$ cat config.mk
export PLATFORM = sky130hd
export DESIGN_NAME = inst_fetch_unit
export DESIGN_NICKNAME = d
export VERILOG_FILES = /design/src/rtl/inst_fetch_unit.sv
export SDC_FILE = /design/constraint.sdc
export NUM_CORES = 1
export LEC_CHECK = 0
export CAP_MARGIN = 20
export CORE_ASPECT_RATIO = 0.7
export CORE_MARGIN = 2
export CORE_UTILIZATION = 50
export CTS_CLUSTER_DIAMETER = 150
export DETAILED_ROUTE_END_ITERATION = 6
export GPL_ROUTABILITY_DRIVEN = 0
export GPL_TIMING_DRIVEN = 0
export PLACE_DENSITY = 0.79
export SETUP_SLACK_MARGIN = 0.3
export SYNTH_ARGS = -nofsm -noshare
export SYNTH_HDL_FRONTEND = slang
export SYNTH_SLANG_ARGS = --single-unit
$ cat constraint.sdc
create_clock -name clk -period 7.9 [get_ports clk]
set_input_delay 0.79 -clock clk [delete_from_list [all_inputs] [get_ports clk]]
set_output_delay 0.79 -clock clk [all_outputs]
set_load 0.05 [all_outputs]
$ cat src/rtl/inst_fetch_unit.sv
// -----------------------------------------------------------------------------
// inst_fetch_unit
//
// Fetch-side initiator for the instruction memory. Holds the fetch PC, drives
// it as the memory address, captures each returned word with its PC into a
// small prefetch FIFO and presents {pc, inst} pairs to decode over a
// valid/ready handshake. A redirect flushes the FIFO and restarts fetch at
// the redirect target.
//
// Parameters
//   REG_SIZE    data/address width
//   RESET_PC    fetch PC loaded on reset (word aligned)
//   FIFO_DEPTH  prefetch entries (power of 2, >= 2)
//
// Ports
//   clk            clock, rising edge
//   rst            asynchronous active-high reset
//   imem_addr_o    byte address to instruction memory (registered fetch PC)
//   imem_inst_i    word returned combinationally for imem_addr_o
//   redirect_i     flush FIFO and restart fetch at redirect_pc_i
//   redirect_pc_i  redirect target byte address
//   inst_valid_o   FIFO head holds a valid pair
//   inst_ready_i   decode accepts the head this cycle
//   inst_o         instruction at FIFO head (0 when empty)
//   pc_o           PC of inst_o (0 when empty)
//   misalign_o     misaligned-redirect trap flag (IFU_MISALIGN_TRAP_EN only)
//
// Build option
//   IFU_MISALIGN_TRAP_EN : when defined, a redirect to a non-word-aligned
//   target raises misalign_o and halts fetch until the next aligned
//   redirect. When undefined, the low two target bits are masked off and
//   the misalign_o port does not exist.
// -----------------------------------------------------------------------------
module inst_fetch_unit #(
    parameter int                  REG_SIZE   = 32,
    parameter logic [REG_SIZE-1:0] RESET_PC   = '0,
    parameter int                  FIFO_DEPTH = 2
) (
    input  logic                clk,
    input  logic                rst,
    output logic [REG_SIZE-1:0] imem_addr_o,
    input  logic [REG_SIZE-1:0] imem_inst_i,
    input  logic                redirect_i,
    input  logic [REG_SIZE-1:0] redirect_pc_i,
    output logic                inst_valid_o,
    input  logic                inst_ready_i,
    output logic [REG_SIZE-1:0] inst_o,
    output logic [REG_SIZE-1:0] pc_o
`ifdef IFU_MISALIGN_TRAP_EN
    ,
    output logic                misalign_o
`endif
);

    localparam int PTR_W = (FIFO_DEPTH > 1) ? $clog2(FIFO_DEPTH) : 1;
    localparam int CNT_W = PTR_W + 1;

    logic [REG_SIZE-1:0] r_fetch_pc;
    logic [REG_SIZE-1:0] r_mem_pc   [FIFO_DEPTH];
    logic [REG_SIZE-1:0] r_mem_inst [FIFO_DEPTH];
    logic [PTR_W-1:0]    r_wr_ptr;
    logic [PTR_W-1:0]    r_rd_ptr;
    logic [CNT_W-1:0]    r_count;

    logic                w_valid;
    logic                w_pop;
    logic                w_push;
    logic                w_halt;
    logic [REG_SIZE-1:0] w_redirect_pc;

`ifdef IFU_MISALIGN_TRAP_EN
    logic r_misalign;

    // Trap flag: set by a misaligned redirect, cleared by an aligned one.
    always_ff @(posedge clk or posedge rst) begin
        if (rst) begin
            r_misalign <= 1'b0;
        end else if (redirect_i) begin
            r_misalign <= |redirect_pc_i[1:0];
        end else begin
            r_misalign <= r_misalign;
        end
    end

    // Trapped targets are loaded unmasked so the faulting address is visible.
    assign w_halt        = r_misalign;
    assign w_redirect_pc = redirect_pc_i;
    assign misalign_o    = r_misalign;
`else
    // Without the trap, force the target onto a word boundary.
    assign w_halt        = 1'b0;
    assign w_redirect_pc = redirect_pc_i & {{(REG_SIZE-2){1'b1}}, 2'b00};
`endif

    assign imem_addr_o = r_fetch_pc;

    // Handshake: a redirect cycle neither pops nor pushes; a full FIFO may
    // still push when the head leaves in the same cycle.
    always_comb begin
        w_valid = (r_count != {CNT_W{1'b0}});
        w_pop   = w_valid & inst_ready_i & ~redirect_i;
        w_push  = ~redirect_i & ~w_halt &
                  ((r_count < CNT_W'(FIFO_DEPTH)) | w_pop);
    end

    // Head presentation: pair from the read pointer, zeroed while empty.
    always_comb begin
        inst_valid_o = w_valid;
        if (w_valid) begin
            inst_o = r_mem_inst[r_rd_ptr];
            pc_o   = r_mem_pc[r_rd_ptr];
        end else begin
            inst_o = {REG_SIZE{1'b0}};
            pc_o   = {REG_SIZE{1'b0}};
        end
    end

    // Fetch PC, FIFO storage, pointers and occupancy.
    always_ff @(posedge clk or posedge rst) begin
        if (rst) begin
            r_fetch_pc <= RESET_PC;
            r_wr_ptr   <= {PTR_W{1'b0}};
            r_rd_ptr   <= {PTR_W{1'b0}};
            r_count    <= {CNT_W{1'b0}};
            for (int i = 0; i < FIFO_DEPTH; i++) begin
                r_mem_pc[i]   <= {REG_SIZE{1'b0}};
                r_mem_inst[i] <= {REG_SIZE{1'b0}};
            end
        end else if (redirect_i) begin
            r_fetch_pc <= w_redirect_pc;
            r_wr_ptr   <= {PTR_W{1'b0}};
            r_rd_ptr   <= {PTR_W{1'b0}};
            r_count    <= {CNT_W{1'b0}};
        end else begin
            if (w_push) begin
                r_mem_pc[r_wr_ptr]   <= r_fetch_pc;
                r_mem_inst[r_wr_ptr] <= imem_inst_i;
                r_wr_ptr             <= r_wr_ptr + PTR_W'(1);
                // Wraps modulo 2^REG_SIZE by construction.
                r_fetch_pc           <= r_fetch_pc + REG_SIZE'(4);
            end else begin
                r_fetch_pc <= r_fetch_pc;
            end

            if (w_pop) begin
                r_rd_ptr <= r_rd_ptr + PTR_W'(1);
            end else begin
                r_rd_ptr <= r_rd_ptr;
            end

            case ({w_push, w_pop})
                2'b10:   r_count <= r_count + CNT_W'(1);
                2'b01:   r_count <= r_count - CNT_W'(1);
                default: r_count <= r_count;
            endcase
        end
    end

endmodule
# Word-level counts from Yosys, hierarchy flattened
# Cells that the tools add are included.
[word_totals] in_bits=68 regBits=164 out_inout_bits=97
[classes] eq_ne=2 reduce_logical=6 order_cmp=4 addsub=5 muxes=20 bitwise=7
[ops] cell="$mux W32" count=11
[ops] cell="$bwmux W64" count=2
[ops] cell="$add A32 B3 Y32 const B" count=1
[ops] cell="$demux W32 S1" count=1
[ops] cell="$reduce_bool A2 Y1" count=3
[ops] cell="$ge A2 B2 Y1 const B" count=2
[ops] cell="$mux W1" count=4
[ops] cell="$not A1 Y2" count=2
[ops] cell="$pmux W2 S2" count=1
[ops] cell="$and A1 B1 Y1" count=3
[ops] cell="$reduce_bool A3 Y1" count=1
[ops] cell="$add A1 B1 Y1 const B" count=2
[ops] cell="$add A2 B1 Y2 const B" count=1
[ops] cell="$eq A2 B1 Y1 const B" count=1
[ops] cell="$eq A2 B2 Y1 const B" count=1
[ops] cell="$lt A2 B1 Y1 const B" count=1
[ops] cell="$lt A2 B2 Y1 const B" count=1
[ops] cell="$mux W2" count=1
[ops] cell="$reduce_and A2 Y1" count=1
[ops] cell="$sub A2 B1 Y2 const B" count=1
[ops] cell="$logic_and A1 B1 Y1" count=1
[ops] cell="$not A1 Y1" count=1
[ops] cell="$or A1 B1 Y1" count=1

# Longest topological paths before layout
# Gate-level depths: netlist (run 1).
[logic_depth] depth_word=8 mapped_depth=7 ltp_nobuf=6

# Worst setup path before layout (run 1)
# No wires, ideal clock.
[synth_path] kind="flip-flop to output port" start="register r_rd_ptr" end="output inst_o[0]" arrival_ns=1.870 t_required_ns=7.110 n_path_buf=2 path_stages_with_launch=5 slack_ns=5.240 path_cell_list="dfrtp_1 clkbuf_1 buf_1 mux2i_1 nor2_1"
[synth_via] elab_chain_cells=5
[synth_rtl] element="start: declaration" line="62" source="logic [PTR_W-1:0] r_rd_ptr;"
[synth_rtl] element="start signal: assignment" line="123" source="r_rd_ptr <= {PTR_W{1'b0}};"
[synth_rtl] element="start signal: assignment" line="132" source="r_rd_ptr <= {PTR_W{1'b0}};"
[synth_rtl] element="start signal: assignment" line="146" source="r_rd_ptr <= r_rd_ptr + PTR_W'(1);"
[synth_rtl] element="$not A1 Y2 (not written as such)" line="110" source="inst_o = r_mem_inst[r_rd_ptr];"
[synth_rtl] element="$mux W32 (not written as such) (3 in series)" line="110"
[synth_rtl] element="$mux W32" line="109" source="if (w_valid) begin"
[synth_rtl] element="end: declaration" line="47" source="output logic [REG_SIZE-1:0] inst_o,"
# No other way between the ends. The select of a mux whose other input is x is not followed.

# Worst setup path in the final report (run 1)
[layout_path] start="register r_count[1]" end="output pc_o[3]"
[layout_via] elab_chain_cells=2
[layout_rtl] element="start: declaration" line="63" source="logic [CNT_W-1:0] r_count;"
[layout_rtl] element="start signal: assignment" line="124" source="r_count <= {CNT_W{1'b0}};"
[layout_rtl] element="start signal: assignment" line="133" source="r_count <= {CNT_W{1'b0}};"
[layout_rtl] element="start signal: assignment" line="152" source="2'b10: r_count <= r_count + CNT_W'(1);"
[layout_rtl] element="$reduce_bool A2 Y1" line="100" source="w_valid = (r_count != {CNT_W{1'b0}});"
[layout_rtl] element="$mux W32" line="109"
[layout_rtl] element="end: declaration" line="48" source="output logic [REG_SIZE-1:0] pc_o"
# No other way between the ends.

==> impl_metrics.py, run 1 <==
metrics = {
    "synth": {
        "synth.most_common_cell": "dfrtp_1",
        "synth_area_leaders": "dfrtp_1, mux2_2, mux2i_1",
        "synth_top_area_share_pct": 52.68,
        "yosys.area.top_type": "dfrtp_1",
        "synth_common_cells": "dfrtp_1, mux2_2, nor2_1",
        "synth_edf_count": 0,
        "ys_seq_area_share_pct": 52.68,
        "post_synth.cell_area_avg_um2": 12.05,
        "async_reset_ff_share_pct": 100.0,
        "synth_area_um2": 7505,
        "synth_top_flop_cell": "dfrtp_1",
        "ys_warn_count": 0,
        "synth_seq_cells": 158,
        "synth_cell_types": 39,
        "syn_inst": 623,
    },
    "global_routing": {
        "grt_pass1_vias": 5736,
        "grt_overflow": 0,
        "antenna_found_initial": 0,
        "track_usage_pct": 24.35,
        "grt_start_max_net_pins": 93,
        "grt_pass1_wl_um": 29990,
    },
    "sta": {
        "fin_skew_ns": 0.005508,
        "slew_headroom_pct": 45.04,
        "finalSetupViolCount": 0,
        "tightest_slew_ns": 0.8244,
        "setup_ws_ns": 4.042,
        "rsz0062_at_grt": "no",
        "min_period_ns": 3.858,
        "clock.fmax_ghz": 0.2592,
        "hold_viol": 0,
        "slew_viol_final": 0,
        "tns_ns": 0,
        "period_share_pct": 48.83,
    },
    "floorplanning": {
        "core_area_um2": 14680,
        "die_area_um2": 16020,
        "rows": 37,
        "initial_core_util_pct": 51.14,
        "ios": 165,
        "die_x_um": 150.4,
        "die_h_um": 106.5,
    },
    "hold_path": {
        "hold_class": "register to register",
    },
    "cts": {
        "cts_tree": "built",
        "post-cts-setup-buffer-count": 0,
        "cts_buffer_depth": 2,
        "post_cts_resized": 0,
        "cts_sinks": 158,
        "cts-buffers-inserted": 17,
        "clock_latency_ns": 0.42,
        "path_clk_slew_ns": 0.06,
        "cts_htree_levels": 4,
        "root_buffer": "clkbuf_16",
        "cts_hold_buffers": 0,
    },
    "final_layout": {
        "fin_cells": 1012,
        "fin_util_pct": 68.19,
        "n_antenna_cell": 0,
        "syn2layout_area_growth_pct": 33.34,
        "final_layout_size_suffix_gt1_share_pct": 21.42,
        "final_area_um2": 10010,
        "multi_input_area_um2": 3284,
        "final_nets": 873,
        "fill_cells": 1051,
        "seq_area_um2": 3954,
    },
    "route": {
        "vias": 5543,
        "wl_per_cell_um": 18.36,
        "dr.pass1.iters": 5,
        "dr.first_iter.drc_count": 434,
        "drc": 0,
        "via_per_inst": 5.477,
        "wl_um": 18580,
        "ant_nets": 0,
    },
    "worst_setup_path": {
        "worstPathRequired_ns": 7.11,
        "crit_path_end_kind": "output pin",
        "startpoint_type": "register",
        "path_class": "register to output pin",
        "worst_ep_arrival_time_ns": 3.07,
        "path_max_fanout": 10,
    },
    "power": {
        "leakage_uw": 0.004061,
        "p_per_area_nw_per_um2": 296.2,
        "irDropWorstVdd_uv": 201.2,
    },
    "job": {
        "cap_violations": 0,
    },
    "placement": {
        "pre_cts_slack_ns": 4.483,
        "place_area_um2": 9374,
        "place.detailed.hpwl_um": 13230,
        "port_buffers": 158,
        "place_inst": 980,
    },
    "run_status": {
        "status": "completed",
    },
}
## area by class of cell
type                       count  area share (%)
timing repair buffer         159           16.08
sequential                   158           39.51
clock buffer                  21           4.701
tap                          195           2.438
inverter                       5          0.2376
clock inverter                11           1.625
buffer                        39           2.588
multi-input combinational    424           32.82
## placed cells by master (no fill, tap or decap), types with 17 or more instances in the layout
cell             instances
clkbuf_16               17
clkdlybuf4s50_1        158
dfrtp_1                158
mux2_2                 119
mux2i_1                 63
nand2_1                 42
nor2_1                  74
o21ai_0                 27
xor2_1                  20
## worst paths after layout
check	from	to	slack (ns)	cells after the start
setup reg to reg	imem_addr_o[5]$_DFFE_PP0P_	imem_addr_o[23]$_DFFE_PP0P_	5.76	5
setup / recovery	r_count[1]$_DFFE_PP0P_	pc_o[3]	4.04	5
hold reg to reg	r_mem_inst[61]$_DFFE_PP0P_	r_mem_inst[61]$_DFFE_PP0P_	0.49	1
max in group asynchronous	rst	r_mem_inst[63]$_DFFE_PP0P_	6.17	3
min in group asynchronous	rst	r_mem_pc[23]$_DFFE_PP0P_	0.84	2
hold / removal	r_mem_inst[61]$_DFFE_PP0P_	r_mem_inst[61]$_DFFE_PP0P_	0.49	1
## metrics by stage
step,hold slack (ns),total power (µW)
floorplan,0.4574,1787
global placement,0.4682,2062
detailed placement,0.4754,2104
CTS,0.4894,2982
global route,0.4948,3094
finish,0.4918,2964
## registers in the layout, indices dropped and copies added, names as in the netlist
name	count
imem_addr_o	30
r_mem_pc	60
r_mem_inst	64
r_count	2
r_rd_ptr	1
r_wr_ptr	1
## critical path: stages (launching register included)
cell and delay, ns:
dfrtp_1 0.42, buf_1 0.24, nor2_1 0.59, clkbuf_1 0.48, nor2_1 0.18, clkdlybuf4s50_1 0.74
## routing by layer
| metal | routed length (µm) | vias up | share of wire (%) | global-route usage, % |
|---|---|---|---|---|
| met5 | 0 | - | 0 | 0 |
| met4 | 250 | 0 | 1.3 | 8.827 |
| met2 | 8479 | 216 | 46 | 36.49 |
| li1 | - | 2511 | - | - |
| met1 | 8514 | 2788 | 46 | 35.15 |
| met3 | 1338 | 28 | 7.2 | 4.979 |
## report_power, final
part	switching [µW]	internal [µW]	leakage [µW]
combinational	548	407	0.00186
clock	321	552	0.000305
sequential	127	1010	0.00189
## cells by family after synthesis
family,share of synthesized area [%]
simple gates,9.670
compound gates,3.334
xor+xnor,3.385
flops,52.68
mux,27.01
other cells,0.04997
fa+ha+maj,0.1667
buf+inv,3.701
No activity file was read; power rests on OpenSTA's default activity.
==> run 2: changes to the inputs <==
- CORE_UTILIZATION: 50 -> 46
- PLACE_DENSITY: 0.79 -> 0.77
- clock period: 7.9 -> 3.36 ns (I/O delays scaled with it)
==> impl_metrics.py, run 2 (same netlist as run 1, synthesis figures left out) <==
metrics = {
    "run_status": {
        "status": "completed",
    },
    "sta": {
        "tightest_slew_ns": 0.7419,
        "clock.fmax_ghz": 0.3560,
        "fin_skew_ns": 0.009578,
        "min_period_ns": 2.809,
        "hold_viol": 0,
        "setup_ws_ns": 0.5512,
        "finalSetupViolCount": 0,
        "slew_viol_final": 0,
        "period_share_pct": 83.60,
        "slew_headroom_pct": 50.10,
        "rsz0062_at_grt": "no",
    },
    "cts": {
        "cts_htree_levels": 4,
        "path_clk_slew_ns": 0.06,
        "post-cts-setup-buffer-count": 0,
        "cts-buffers-inserted": 17,
        "cts_hold_buffers": 0,
        "cts_sinks": 158,
        "cts_buffer_depth": 2,
        "cts_tree": "built",
        "clock_latency_ns": 0.42,
        "root_buffer": "clkbuf_16",
    },
    "floorplanning": {
        "die_area_um2": 17370,
        "die_h_um": 110.9,
        "rows": 39,
        "die_x_um": 156.7,
        "ios": 165,
        "initial_core_util_pct": 46.46,
        "core_area_um2": 16150,
    },
    "worst_setup_path": {
        "reg2reg_from": "imem_addr_o[5]$_DFFE_PP0P_",
        "cpPeakStageDelay_ns": 0.72,
        "cpMaxStageDelayCell": "clkdlybuf4s50_1",
        "worst_ep_arrival_time_ns": 2.47,
        "startpoint_type": "register",
        "path_cells": "clkbuf_2 -> nor2_4 -> clkbuf_2 -> nor2_1 -> clkdlybuf4s50_1",
        "worstPathRequired_ns": 3.02,
        "rr_endpoint": "imem_addr_o[23]$_DFFE_PP0P_",
        "crit_path_frequent_cell": "clkbuf_2",
        "rrSetupSlack_ns": 1.18,
        "path_max_fanout": 10,
        "path_class": "register to output pin",
        "crit_path_end_kind": "output pin",
        "reg2reg_depth": 5,
    },
    "route": {
        "vias": 5474,
        "via_per_inst": 5.238,
        "dr.pass1.iters": 4,
        "dr.first_iter.drc_count": 336,
        "wl_um": 18710,
        "ant_nets": 0,
        "drc": 0,
        "wl_per_cell_um": 17.91,
    },
    "final_layout": {
        "n_antenna_cell": 0,
        "fill_cells": 1258,
        "final_layout_size_suffix_gt1_share_pct": 23.66,
        "largest_register_ffs": 64,
        "syn2layout_area_growth_pct": 33.94,
        "final_nets": 876,
        "largest_register": "r_mem_inst",
        "final_cell_mix": "dfrtp_1, clkdlybuf4s50_1, mux2_2, nor2_1, mux2i_1",
        "fin_cells": 1045,
        "seq_area_um2": 3954,
        "multi_input_area_um2": 3292,
        "final_common_cell": "dfrtp_1",
    },
    "global_routing": {
        "track_usage_pct": 22.61,
        "grt_overflow": 0,
        "antenna_found_initial": 0,
        "grt_pass1_vias": 5788,
        "grt_start_max_net_pins": 41,
        "grt_pass1_wl_um": 30210,
    },
    "placement": {
        "pre_cts_slack_ns": 0.3875,
        "place.detailed.hpwl_um": 13650,
        "port_buffers": 158,
        "place_inst": 1013,
    },
    "job": {
        "cap_violations": 0,
    },
    "power": {
        "leakage_uw": 0.004125,
        "irDropWorstVdd_uv": 407.8,
        "p_per_area_nw_per_um2": 672.0,
    },
    "hold_path": {
        "hold_class": "input port to async pin",
    },
}
run 2: layout make-up:
class	instances	share of cell area, %
buffer	39	2.751
clock buffer	17	4.232
clock inverter	15	1.369
inverter	5	0.2240
multi-input combinational	424	32.75
sequential	158	39.33
tap	225	2.801
timing repair buffer	162	16.54
run 2: worst max-delay path by stage:
stage | startpoint | end | slack, ns | depth (start not counted)
after detailed placement | r_count[1]$_DFFE_PP0P_ | inst_o[11] | 0.39 | 5
final | r_count[1]$_DFFE_PP0P_ | inst_o[11] | 0.55 | 5
after global routing | r_count[1]$_DFFE_PP0P_ | inst_o[20] | 0.42 | 5
after CTS | r_rd_ptr$_DFFE_PP0P_ | inst_o[11] | 0.30 | 5
after global placement | rst | r_mem_inst[6]$_DFFE_PP0P_ | -0.16 | 2
after floorplan | rst | imem_addr_o[10]$_DFFE_PP0P_ | 1.02 | 1
run 2: timing repair:
item,CTS,global route
cloned,0,0
resized for setup,15,9
setup endpoints to repair,60,57
run 2: layer usage:
metal  vias up  global-route usage (%)  wire length [µm]
met5         -                       0                 0
met4         0                   7.095               223
met3        18                   5.356              1085
met2       182                   34.77              8776
met1      2752                   31.81              8626
li1       2522                       -                 -
run 2: report_power, final:
group | switching [µW] | internal [µW]
clock | 808 | 1030
sequential | 307 | 2370
combinational | 1280 | 963
run 2: critical path: cells and delay by family, from the launching register on:
family	cells	cell delay, ns
buffers and inverters	3	1.26
flip-flops	1	0.41
AND/OR/NAND/NOR	2	0.37
run 2: through the flow:
stage | hold WS, ns | TNS [ns] | total power (µW) | util [%] | area (µm²)
after floorplan | 0.4570 | 0 | 4201 | - | 7520
after detailed placement | 0.4748 | 0 | 4962 | 58.59 | 9463
final | 0.3199 | 0 | 6755 | 62.24 | 10050
after global placement | 0.4674 | -22.78 | 4852 | 58.09 | 9383
after CTS | 0.3275 | 0 | 6816 | 62.17 | 10040
after global routing | 0.3413 | 0 | 7084 | 62.24 | 10050
==> run 3: changes to the inputs <==
- clock period: 3.36 -> 2.3 ns (I/O delays scaled with it)
==> impl_metrics.py, run 3 (same netlist as run 1, synthesis figures left out) <==
metrics = {
    "global_routing": {
        "grt_start_max_net_pins": 42,
        "grt_pass1_wl_um": 30620,
        "grt_pass1_vias": 5884,
        "track_usage_pct": 22.87,
        "grt_overflow": 0,
        "antenna_found_initial": 0,
    },
    "sta": {
        "slew_viol_final": 0,
        "slew_headroom_pct": 63.27,
        "rsz0062_at_grt": "yes",
        "finalSetupViolCount": 0,
        "min_period_ns": 1.955,
        "tightest_slew_ns": 0.5501,
        "hold_viol": 0,
        "fin_skew_ns": 0.01058,
        "clock.fmax_ghz": 0.5116,
        "tns_ns": 0,
        "period_share_pct": 84.99,
        "hold_ws_ns": 0.1460,
    },
    "run_status": {
        "status": "completed",
    },
    "route": {
        "wl_um": 18810,
        "dr.first_iter.drc_count": 278,
        "via_per_inst": 5.205,
        "vias": 5491,
        "drc": 0,
        "wl_per_cell_um": 17.83,
        "ant_nets": 0,
        "dr.pass1.iters": 4,
    },
    "final_layout": {
        "largest_register": "r_mem_inst",
        "final_nets": 886,
        "fin_util_pct": 63.94,
        "largest_register_ffs": 64,
        "final_common_cell": "dfrtp_1",
        "n_antenna_cell": 0,
        "final_cell_mix": "dfrtp_1, mux2_2, clkdlybuf4s50_1, nor2_2, mux2i_1",
        "final_layout_size_suffix_gt1_share_pct": 40.48,
        "final_area_um2": 10330,
        "syn2layout_area_growth_pct": 37.61,
    },
    "cts": {
        "root_buffer": "clkbuf_16",
        "cts_tree": "built",
        "clock_latency_ns": 0.43,
        "cts_hold_buffers": 0,
        "cts_htree_levels": 4,
        "cts-buffers-inserted": 17,
        "cts_buffer_depth": 2,
        "path_clk_slew_ns": 0.06,
        "cts_sinks": 158,
    },
    "worst_setup_path": {
        "rrSetupSlack_ns": 0.38,
        "startpoint_type": "register",
        "worst_ep_arrival_time_ns": 1.72,
        "reg2reg_from": "imem_addr_o[5]$_DFFE_PP0P_",
        "worstPathRequired_ns": 2.07,
        "cpPeakStageDelay_ns": 0.85,
        "path_cells": "clkdlybuf4s50_1",
        "path_max_fanout": 5,
        "startpoint": "imem_addr_o[24]$_DFFE_PP0P_",
        "crit_path_end_kind": "output pin",
        "cpMaxStageDelayCell": "clkdlybuf4s50_1",
        "path_delay_family": "buffers and inverters",
        "cp_num_buf_inv": 1,
        "path_class": "register to output pin",
    },
    "floorplanning": {
        "die_h_um": 110.9,
        "die_x_um": 156.7,
        "ios": 165,
        "die_area_um2": 17370,
        "initial_core_util_pct": 46.46,
        "core_area_um2": 16150,
        "rows": 39,
    },
    "power": {
        "leakage_uw": 0.004477,
        "p_per_area_nw_per_um2": 995.6,
        "irDropWorstVdd_uv": 587.1,
        "total_power_uw": 10280,
    },
    "placement": {
        "place_area_um2": 9613,
        "place.detailed.hpwl_um": 13500,
        "port_buffers": 158,
    },
    "job": {
        "cap_violations": 0,
    },
    "hold_path": {
        "hold_class": "input port to async pin",
    },
}
[run 3: changes by cell type in the layout (fill, tap and decap cells not counted), sizes merged, moves of 4 or more]
cell / delta
clkdlybuf4s50: -84
dlygate4sd2: +11
buf: +61
dlymetal6s2s: +10
inv: -4
clkbuf: +15
[run 3: area by class of cell]
| cell class | instances | area (µm²) |
|---|---|---|
| fillers | 1243 | 5824 |
| clock buffers | 20 | 456.7 |
| inverters | 5 | 22.52 |
| flip-flops and latches | 158 | 3955 |
| well taps | 225 | 281.5 |
| multi-input cells | 424 | 3498 |
| clock inverters | 12 | 186.4 |
| plain buffers | 39 | 394.1 |
| repair buffers | 172 | 1533 |
[run 3: report_power, final]
part | total (µW) | internal, µW | switching [µW]
combinational | 3340 | 1360 | 1980
sequential | 3920 | 3470 | 454
clock | 3020 | 1880 | 1140
[run 3: path summary, 6_finish.rpt]
kind,cells after the start,end
max in group asynchronous,5,imem_addr_o[25]$_DFFE_PP0P_
min in group clk,3,imem_addr_o[19]$_DFFE_PP0P_
worst max-delay path,1,imem_addr_o[24]
worst min-delay path,2,r_mem_inst[20]$_DFFE_PP0P_
worst min register to register,1,r_mem_inst[62]$_DFFE_PP0P_
worst max register to register,6,imem_addr_o[31]$_DFFE_PP0P_
[run 3: metrics by stage]
step           std cells  worst slack [ns]
6_report            1055            0.3453
4_1_cts             1052            0.2783
3_5_place_dp        1013           -0.7548
5_1_grt             1055            0.2026
2_1_floorplan        626           0.06913
3_3_place_gp        1009            -1.117
[run 3: per-layer routing]
layer  GRT usage, %  wire length [µm]  vias up
met1          32.03              8581     2747
met2          35.45              8855      170
met4          6.728               170        0
li1               -                 -     2553
met5              0                 0        -
met3          5.668              1203       21
[run 3: repair_timing]
item | in CTS | in global routing
resized for setup | 378 | 58
endpoints found under the setup margin | 144 | 163
endpoints found under the hold margin | 0 | 0
pin swaps | 3 | 3
setup buffers | 7 | 3
